### src/rtl/inst_encoder_pkg.sv
// Shared opcodes, instruction formats, immediate range limits and FIFO entry
// layout for the RV32I instruction encoder.
package inst_encoder_pkg;

    localparam logic [6:0] OP_ARITH     = 7'b0110011;
    localparam logic [6:0] OP_ARITH_IMM = 7'b0010011;
    localparam logic [6:0] OP_LOAD      = 7'b0000011;
    localparam logic [6:0] OP_JALR      = 7'b1100111;
    localparam logic [6:0] OP_STORE     = 7'b0100011;
    localparam logic [6:0] OP_BRANCH    = 7'b1100011;
    localparam logic [6:0] OP_JAL       = 7'b1101111;
    localparam logic [6:0] OP_ECALL     = 7'b1110011;

    localparam logic [31:0] ECALL_WORD = 32'h0000_0073;

    typedef enum logic [2:0] {
        FMT_R, FMT_I, FMT_S, FMT_B, FMT_J, FMT_SYS, FMT_BAD
    } fmt_e;

    // Signed byte-immediate limits; B and J additionally need imm[0] == 0.
    localparam int IMM12_MIN = -2048;
    localparam int IMM12_MAX = 2047;
    localparam int IMM_B_MIN = -4096;
    localparam int IMM_B_MAX = 4094;
    localparam int IMM_J_MIN = -(1 << 20);
    localparam int IMM_J_MAX = (1 << 20) - 2;

    typedef struct packed {
        logic [6:0]  opcode;
        logic [4:0]  rd;
        logic [4:0]  rs1;
        logic [4:0]  rs2;
        logic [2:0]  funct3;
        logic [6:0]  funct7;
        logic [31:0] imm;
    } enc_req_t;

    typedef struct packed {
        logic [31:0] inst;
        logic [31:0] addr;
        logic        err;
    } fifo_entry_t;

    function automatic fmt_e fmt_of(input logic [6:0] op);
        case (op)
            OP_ARITH:                        return FMT_R;
            OP_ARITH_IMM, OP_LOAD, OP_JALR:  return FMT_I;
            OP_STORE:                        return FMT_S;
            OP_BRANCH:                       return FMT_B;
            OP_JAL:                          return FMT_J;
            OP_ECALL:                        return FMT_SYS;
            default:                         return FMT_BAD;
        endcase
    endfunction

    function automatic logic imm_in_range(input logic [31:0] imm, input int lo, input int hi);
        return ($signed(imm) >= lo) && ($signed(imm) <= hi);
    endfunction

endpackage

### src/rtl/inst_enc_fifo.sv
// Output FIFO of encoded words: DEPTH entries of {inst, addr, err}.
// Head reads as all-zero while empty.
module inst_enc_fifo
    import inst_encoder_pkg::*;
#(
    parameter int DEPTH = 2
) (
    input  logic        clk,
    input  logic        reset,
    input  logic        clear,
    input  logic        push,
    input  fifo_entry_t wr_data,
    input  logic        pop,
    output fifo_entry_t rd_data,
    output logic        full,
    output logic        empty
);
    localparam int AW = $clog2(DEPTH);

    fifo_entry_t   mem [DEPTH];
    logic [AW-1:0] wr_ptr, rd_ptr;
    logic [AW:0]   count;
    logic          do_push, do_pop;

    assign full    = (count == (AW+1)'(DEPTH));
    assign empty   = (count == '0);
    assign do_push = push && !full && !clear;
    assign do_pop  = pop && !empty && !clear;
    assign rd_data = empty ? '0 : mem[rd_ptr];

    always_ff @(posedge clk or posedge reset) begin
        if (reset) begin
            wr_ptr <= '0;
            rd_ptr <= '0;
            count  <= '0;
        end else if (clear) begin
            wr_ptr <= '0;
            rd_ptr <= '0;
            count  <= '0;
        end else begin
            if (do_push) wr_ptr <= wr_ptr + AW'(1);
            if (do_pop)  rd_ptr <= rd_ptr + AW'(1);
            case ({do_push, do_pop})
                2'b10:   count <= count + (AW+1)'(1);
                2'b01:   count <= count - (AW+1)'(1);
                default: count <= count;
            endcase
        end
    end

    // Storage needs no reset: the empty flag masks stale contents.
    always_ff @(posedge clk) begin
        if (do_push) mem[wr_ptr] <= wr_data;
    end

endmodule

### src/rtl/inst_encoder.sv
// RV32I instruction assembler: encodes fields into a word, range-checks the
// immediate, tags it with its byte address and queues it for the imem writer.
module inst_encoder
    import inst_encoder_pkg::*;
#(
    parameter int          DEPTH     = 2,
    parameter logic [31:0] BASE_ADDR = 32'h0
) (
    input  logic        clk,
    input  logic        reset,
    input  logic        restart,
    input  logic        in_valid,
    output logic        in_ready,
    input  logic [6:0]  opcode,
    input  logic [4:0]  rd,
    input  logic [4:0]  rs1,
    input  logic [4:0]  rs2,
    input  logic [2:0]  funct3,
    input  logic [6:0]  funct7,
    input  logic [31:0] imm,
    output logic        out_valid,
    input  logic        out_ready,
    output logic [31:0] out_inst,
    output logic [31:0] out_addr,
    output logic        out_err,
    output logic        err_seen
);
    enc_req_t    req;
    fmt_e        fmt;
    logic [31:0] enc_inst;
    logic        enc_err;
    logic [31:0] addr;
    logic        push, full, empty;
    fifo_entry_t wr_entry, head;

    assign req = '{opcode: opcode, rd: rd, rs1: rs1, rs2: rs2,
                   funct3: funct3, funct7: funct7, imm: imm};
    assign fmt = fmt_of(req.opcode);

    always_comb begin
        enc_inst = '0;
        enc_err  = 1'b0;
        case (fmt)
            FMT_R: enc_inst = {req.funct7, req.rs2, req.rs1, req.funct3, req.rd, req.opcode};
            FMT_I: begin
                enc_err  = !imm_in_range(req.imm, IMM12_MIN, IMM12_MAX);
                enc_inst = {req.imm[11:0], req.rs1, req.funct3, req.rd, req.opcode};
            end
            FMT_S: begin
                enc_err  = !imm_in_range(req.imm, IMM12_MIN, IMM12_MAX);
                enc_inst = {req.imm[11:5], req.rs2, req.rs1, req.funct3, req.imm[4:0], req.opcode};
            end
            FMT_B: begin
                enc_err  = !imm_in_range(req.imm, IMM_B_MIN, IMM_B_MAX) || req.imm[0];
                enc_inst = {req.imm[12], req.imm[10:5], req.rs2, req.rs1, req.funct3,
                            req.imm[4:1], req.imm[11], req.opcode};
            end
            FMT_J: begin
                enc_err  = !imm_in_range(req.imm, IMM_J_MIN, IMM_J_MAX) || req.imm[0];
                enc_inst = {req.imm[20], req.imm[10:1], req.imm[11], req.imm[19:12],
                            req.rd, req.opcode};
            end
            FMT_SYS: enc_inst = ECALL_WORD;
            default: enc_err  = 1'b1;
        endcase
    end

    // Error entries carry a zero word and do not consume an address.
    assign wr_entry = '{inst: enc_err ? 32'h0 : enc_inst, addr: addr, err: enc_err};
    assign in_ready = !full;
    assign push     = in_valid && in_ready && !restart;

    always_ff @(posedge clk or posedge reset) begin
        if (reset) begin
            addr     <= BASE_ADDR;
            err_seen <= 1'b0;
        end else if (restart) begin
            addr     <= BASE_ADDR;
            err_seen <= 1'b0;
        end else if (push) begin
            if (enc_err) err_seen <= 1'b1;
            else         addr     <= addr + 32'd4;
        end
    end

    inst_enc_fifo #(.DEPTH(DEPTH)) u_fifo (
        .clk     (clk),
        .reset   (reset),
        .clear   (restart),
        .push    (push),
        .wr_data (wr_entry),
        .pop     (out_ready),
        .rd_data (head),
        .full    (full),
        .empty   (empty)
    );

    assign out_valid = !empty;
    assign out_inst  = head.inst;
    assign out_addr  = head.addr;
    assign out_err   = head.err;

endmodule

### config.mk
export PLATFORM = sky130hd
export DESIGN_NAME = inst_encoder
export DESIGN_NICKNAME = d
export VERILOG_FILES = /design/src/rtl/inst_encoder_pkg.sv /design/src/rtl/inst_enc_fifo.sv /design/src/rtl/inst_encoder.sv
export SDC_FILE = /design/constraint.sdc
export NUM_CORES = 1
export LEC_CHECK = 0
export CAP_MARGIN = 10
export CORE_MARGIN = 2
export CORE_UTILIZATION = 40
export DETAILED_ROUTE_END_ITERATION = 8
export DONT_BUFFER_PORTS = 1
export SKIP_CTS_REPAIR_TIMING = 1
export SYNTH_ARGS = -nofsm -noshare
export SYNTH_HDL_FRONTEND = slang
export SYNTH_HIERARCHICAL = 1
export SYNTH_SLANG_ARGS = --single-unit
### constraint.sdc
create_clock -name clk -period 6.55 [get_ports clk]
set_clock_uncertainty 0.15 [all_clocks]
set_input_delay 0.3275 -clock clk [delete_from_list [all_inputs] [get_ports clk]]
set_output_delay 0.3275 -clock clk [all_outputs]
set_load 0.03 [all_outputs]
Word level (Yosys, flattened, before mapping)
Memory sizes are Yosys's and may differ from the RTL's.
Index checks and enable logic that the tools add are counted.

cells by class
  $lt $le $gt $ge = 6
  reductions and logical operators = 29
  $add $sub $neg = 5
  equality and inequality tests = 17
  muxes and demuxes = 19

operator list
  operator                                                                               count
  32-bit case mux with 6 select lines                                                    1
  32-bit two-way mux                                                                     4
  65-bit two-way mux                                                                     1
  32-bit by 3-bit adder with 32-bit output, second input constant                        1
  32-bit by 12-bit greater-or-equal comparator with 1-bit output, second input constant  1
  32-bit by 13-bit greater-or-equal comparator with 1-bit output, second input constant  1
  32-bit by 21-bit greater-or-equal comparator with 1-bit output, second input constant  1
  32-bit by 12-bit less-or-equal comparator with 1-bit output, second input constant     1
  32-bit by 13-bit less-or-equal comparator with 1-bit output, second input constant     1
  32-bit by 21-bit less-or-equal comparator with 1-bit output, second input constant     1
  7-bit == test, second input constant                                                   4
  3-bit case mux with 6 select lines                                                     1
  7-bit by 6-bit == test with 1-bit output, second input constant                        2
  1-bit logical AND                                                                      9
  1-bit two-way mux                                                                      9
  2-bit nonzero test                                                                     4
  7-bit by 2-bit == test with 1-bit output, second input constant                        1
  7-bit by 5-bit == test with 1-bit output, second input constant                        1
  3-bit by 2-bit == test with 1-bit output, second input constant                        2
  3-bit == test, second input constant                                                   2
  1-bit zero test                                                                        6
  2-bit == test, second input constant                                                   2
  1-bit case mux with 4 select lines                                                     1
  2-bit case mux with 2 select lines                                                     1
  14 further kinds                                                                       18

storage, ports and cells
  logic and storage cells = 82
  output and inout bits = 68
  memories kept = 1
  register bits = 37
  RAM bits = 130
  input bits = 69

memory list
  memory      depth  width  rd ports  clocked after memory_dff  write ports  RTL line             text
  u_fifo.mem  2      65     1         0                         1            inst_enc_fifo.sv:20  fifo_entry_t mem [DEPTH];

Logic depth before layout (Yosys ltp)
  depth in word-level cells = 9
  mapped depth = 14
  gate-level depth less buffers = 12

By module
Netlist, hierarchy kept.

modules (own cells, without submodules)
  module         cells each  instances  area each (um2)  sequential area each (um2)
  inst_enc_fifo  302         1          5133.7           4003.8
  inst_encoder   338         1          2560.0           775.7

Worst setup path after synthesis
No wires, ideal clock.

  path type = input to register
  from = input restart
  to = memory u_fifo/mem[1][0] (netlist name) (enable)
  slack = -0.242 ns
  stages = 6
  path buffers = 3
  library setup time = 0.583 ns
  arrival = 6.059 ns
  required time = 5.817 ns
  cells stage by stage = clkbuf_1 -> clkbuf_1 -> clkbuf_1 -> nor2_1 -> nand2_1 -> nor3b_1

between the ends
  word-level cells in the longest chain between the ends = 6

RTL lines
  element                                  RTL line             text
  from (decl)                              inst_encoder.sv:11   input logic restart,
  1-bit zero test                          inst_encoder.sv:71   assign push = in_valid && in_ready && !restart;
  1-bit logical AND                        inst_encoder.sv:71
  via push                                 inst_encoder.sv:33   logic push, full, empty;
  1-bit logical AND (2 in a row)           inst_enc_fifo.sv:27  assign do_push = push && !full && !clear;
  1-bit two-way mux                        inst_enc_fifo.sv:53  if (do_push) mem[wr_ptr] <= wr_data;
  1-bit two-way mux (not written as such)  inst_enc_fifo.sv:53
  to (decl)                                inst_enc_fifo.sv:20

The timed path passes the listed nets, and every way through them passes these cells.

Worst setup path after layout
  from = register u_fifo.count[0]
  to = memory u_fifo/mem[1][41] (netlist name) (enable)

between the ends
  word-level cells in the longest chain between the ends = 8

RTL lines
  element                                  RTL line             text
  from (decl)                              inst_enc_fifo.sv:22  logic [AW:0] count;
  from (signal assigned)                   inst_enc_fifo.sv:44  2'b10: count <= count + (AW+1)'(1);
  from (signal assigned)                   inst_enc_fifo.sv:45  2'b01: count <= count - (AW+1)'(1);
  from (signal assigned)                   inst_enc_fifo.sv:46  default: count <= count;
  2-bit == test                            inst_enc_fifo.sv:25  assign full = (count == (AW+1)'(DEPTH));
  via full                                 inst_encoder.sv:33
  1-bit zero test                          inst_encoder.sv:70   assign in_ready = !full;
  via in_ready                             inst_encoder.sv:13   output logic in_ready,
  1-bit logical AND (2 in a row)           inst_encoder.sv:71
  via push                                 inst_encoder.sv:33
  1-bit logical AND (2 in a row)           inst_enc_fifo.sv:27
  1-bit two-way mux                        inst_enc_fifo.sv:53
  1-bit two-way mux (not written as such)  inst_enc_fifo.sv:53

The timed path passes the listed nets, and every way through them passes these cells.

==> results by group <==
Floorplan
  • Die Y: 143 um
  • Chip Width: 143 um
  • Initial Util: 41.0%
  • Num rows: 50
  • Ports: 137
  • Total core area: 18,800 um2
  • Die area: 20,400 um2

GRT
  • Tot GR Track Use: 17.7%
  • First-pass GRT wire length: 27,100 um
  • Met3 usage in global routing: 5.53%
  • Met2 Use GR: 32.1%
  • Initial antenna violation count: 0
  • Vias in the first global route: 5,197
  • GR peak layer: met2
  • GRT met1 Usage: 19.8%
  • Total grt overflow: 0
  • Largest net degree at the start of global routing: 51

Synth
  • Yosys reg bits: 165
  • Netlist cell types: 63
  • Fraction of the yosys area taken by sequential cells: 62.1%
  • Syn_area_per_cell: 12.0 um2
  • Post-Syn Instances: 640
  • Post-synth top area cell: edfxtp_1
  • Synth top area cells: edfxtp_1 51%, dfrtp_1 11%, mux2i_1 8.7%, nor2_1 6.1%, a22oi_1 2.2%
  • Mapped cell area: 7690 um2
  • Top_reg_cell synth: edfxtp_1
  • Yosys top cell area share: 50.7%
  • Post-synth EDFFs: 130
  • Asr flop ratio synth: 21.2%
  • Synth warnings: 6

Min path
  • WHS Path Cells: 2
  • Hold Path Origin: opcode[6]
  • Endpoint, Worst Hold: u_fifo/mem[0][39]$_DFFE_PP_
  • Tightest Hold Check Type: input pin to flip-flop

Power and ir drop
  • Peak supply drop: 0.180 mV
  • Static Leak: 2.86 nW
  • Total chip power: 2.34 mW
  • Cell Pwr Density: 273 nW/um2

Drt
  • Initial DRC count: 323
  • DR WL/cell: 20.4 um
  • First-pass detailed-route iteration total: 5
  • Routed vias/inst: 5.77
  • Post-route ant nets: 0
  • DR DRC count: 0
  • Total routed wirelength: 18,100 um
  • Vias: 5,136

STA
  • RSZ-0062 raised after global routing: no
  • Final setup vio count: 0
  • FMAX: 276 MHz
  • Setup ws final: 2.93 ns
  • Final hold vios: 0
  • Fin. max-slew vios: 0
  • Slew headroom: 43.8%
  • Tcrit/Tclk final: 55.3%
  • Setup TNS Final: 0 ns
  • Final min period: 3.62 ns
  • Worst slew pin tran: 0.841 ns
  • Fin Hold WS: 0.00390 ns

Layout
  • Share of post-route cells with drive strength above 1: 10.5%
  • ANT cells: 0
  • P&R area growth vs syn: 11.1%
  • Final instance area: 8550 um2
  • Filler instances: 1,723
  • Most common cell after layout, fill and taps aside: edfxtp_1
  • NumNets Final: 714
  • Most frequent cells in the layout: 130 x edfxtp_1, 124 x nor2_1, 67 x mux2i_1

Placed design
  • Final Wtd Congestion: 0.764
  • PortBufs: 0
  • Placed Area: 7910 um2
  • Post-DP HPWL: 12,200 um
  • Pre-CTS WS: 2.92 ns

Clock tree
  • CTS buffer count: 17
  • CTS root buf: clkbuf_16
  • CTS tree: yes
  • CTS clk-pin slew, worst paths: 0.06 ns
  • H-tree Lvls: 4
  • CTS Buffer Depth: 2
  • Worst-Skew Late Latency: 0.42 ns
  • Sink Count: 165

Critical path
  • Reg2reg path depth: 8
  • Slowest CP cell: nor3b_4
  • CP most frequent cell: nand2_1
  • Reg-to-reg endpoint: u_fifo/mem[1][41]$_DFFE_PP_
  • Worst setup EP type: flip-flop
  • Worst path cell trace: nand2b_2, inv_2, inv_1, nand2_1, nor2_1, nand2_1, nor3b_4, buf_4
  • CP max FO: 50
  • Setup slack, reg-to-reg: 2.93 ns
  • Req. time, crit path: 6.45 ns
  • Setup CP Type: flip-flop to flip-flop
  • Reg2Reg Launch Point: u_fifo/count[0]$_DFFE_PP0P_
  • WP data arrival: 3.52 ns
  • CP peak stage delay: 0.73 ns
  • Worst setup SP type: flip-flop

Outcome
  • Status: completed

Flow run
  • Max Cap Viol: 0
## flip-flops by register name (all words and copies together) (netlist names)
register,flops
u_fifo/wr_ptr,1
addr,30
err_seen,1
u_fifo/count,2
u_fifo/rd_ptr,1
u_fifo/mem,130
## worst max-delay path by stage
stage	startpoint	end	slack, ns	cells after the start
2_1_floorplan	restart	u_fifo/mem[0][0]$_DFFE_PP_	0.09	6
3_3_place_gp	u_fifo/count[0]$_DFFE_PP0P_	u_fifo/mem[1][51]$_DFFE_PP_	3.09	8
3_5_place_dp	u_fifo/count[0]$_DFFE_PP0P_	u_fifo/mem[1][49]$_DFFE_PP_	2.92	8
4_1_cts	u_fifo/count[0]$_DFFE_PP0P_	u_fifo/mem[1][60]$_DFFE_PP_	2.91	8
5_1_grt	u_fifo/count[0]$_DFFE_PP0P_	u_fifo/mem[1][41]$_DFFE_PP_	2.62	8
6_report	u_fifo/count[0]$_DFFE_PP0P_	u_fifo/mem[1][41]$_DFFE_PP_	2.93	8
## kinds of logic after synthesis
family	after synthesis	synth area share, %
multiplexers	72	9.50
AND/OR/NAND/NOR	251	16.1
buffers and inverters	54	3.46
flip-flops	165	62.1
AO/OA/AOI/OAI	86	7.38
XOR/XNOR	9	1.02
adder cells (fa/ha/maj)	2	0.325
other	1	0.0487
## critical path, delay by kind of cell, from the launching register on
kind / cells / cell delay [ns]
simple gates: 5 / 1.60
buf+inv: 3 / 0.97
flops: 1 / 0.47
## final cells by class
| class | count | area (um2) | share of cell area (%) |
|---|---|---|---|
| clock buffers | 22 | 464 | 5.43 |
| clock inverters | 10 | 121 | 1.42 |
| inverters | 22 | 82.6 | 0.966 |
| multi-input cells | 424 | 2690 | 31.5 |
| flip-flops and latches | 165 | 4780 | 56.0 |
| well taps | 234 | 293 | 3.43 |
| repair buffers | 13 | 115 | 1.35 |
## cell usage after synthesis, types with 4 or more instances
master,n
nor4_1,9
and3_1,6
or3_1,14
xor2_1,9
mux2_2,4
clkbuf_1,9
a22oi_1,23
inv_1,20
buf_6,5
mux2i_1,67
nand4_1,19
or4_1,4
nor2_1,125
or2_2,4
dfrtp_1,35
buf_2,15
nand2_1,19
nand3_1,14
o21ai_0,19
a21oi_1,22
edfxtp_1,130
nor3_1,7
nor2b_1,6
## where the power goes
part | switching [mW] | internal [mW]
registers | 0.0144 | 1.14
logic | 0.145 | 0.0452
clock network | 0.403 | 0.585
total | 0.563 | 1.77
## stage by stage
step | cells | utilization (%)
final | 890 | 45.5
after global routing | 890 | 45.5
after CTS | 885 | 45.3
after detailed placement | 853 | 42.1
after global placement | 853 | 42.1
after floorplan | 643 | -
## layer usage
metal | part of all wire [%] | up-vias
met3 | 7.0 | 26
met2 | 53 | 169
met5 | 0 | -
met4 | 1.4 | 0
met1 | 38 | 2577
li1 | - | 2364
No activity file was read; power rests on OpenSTA's default activity.
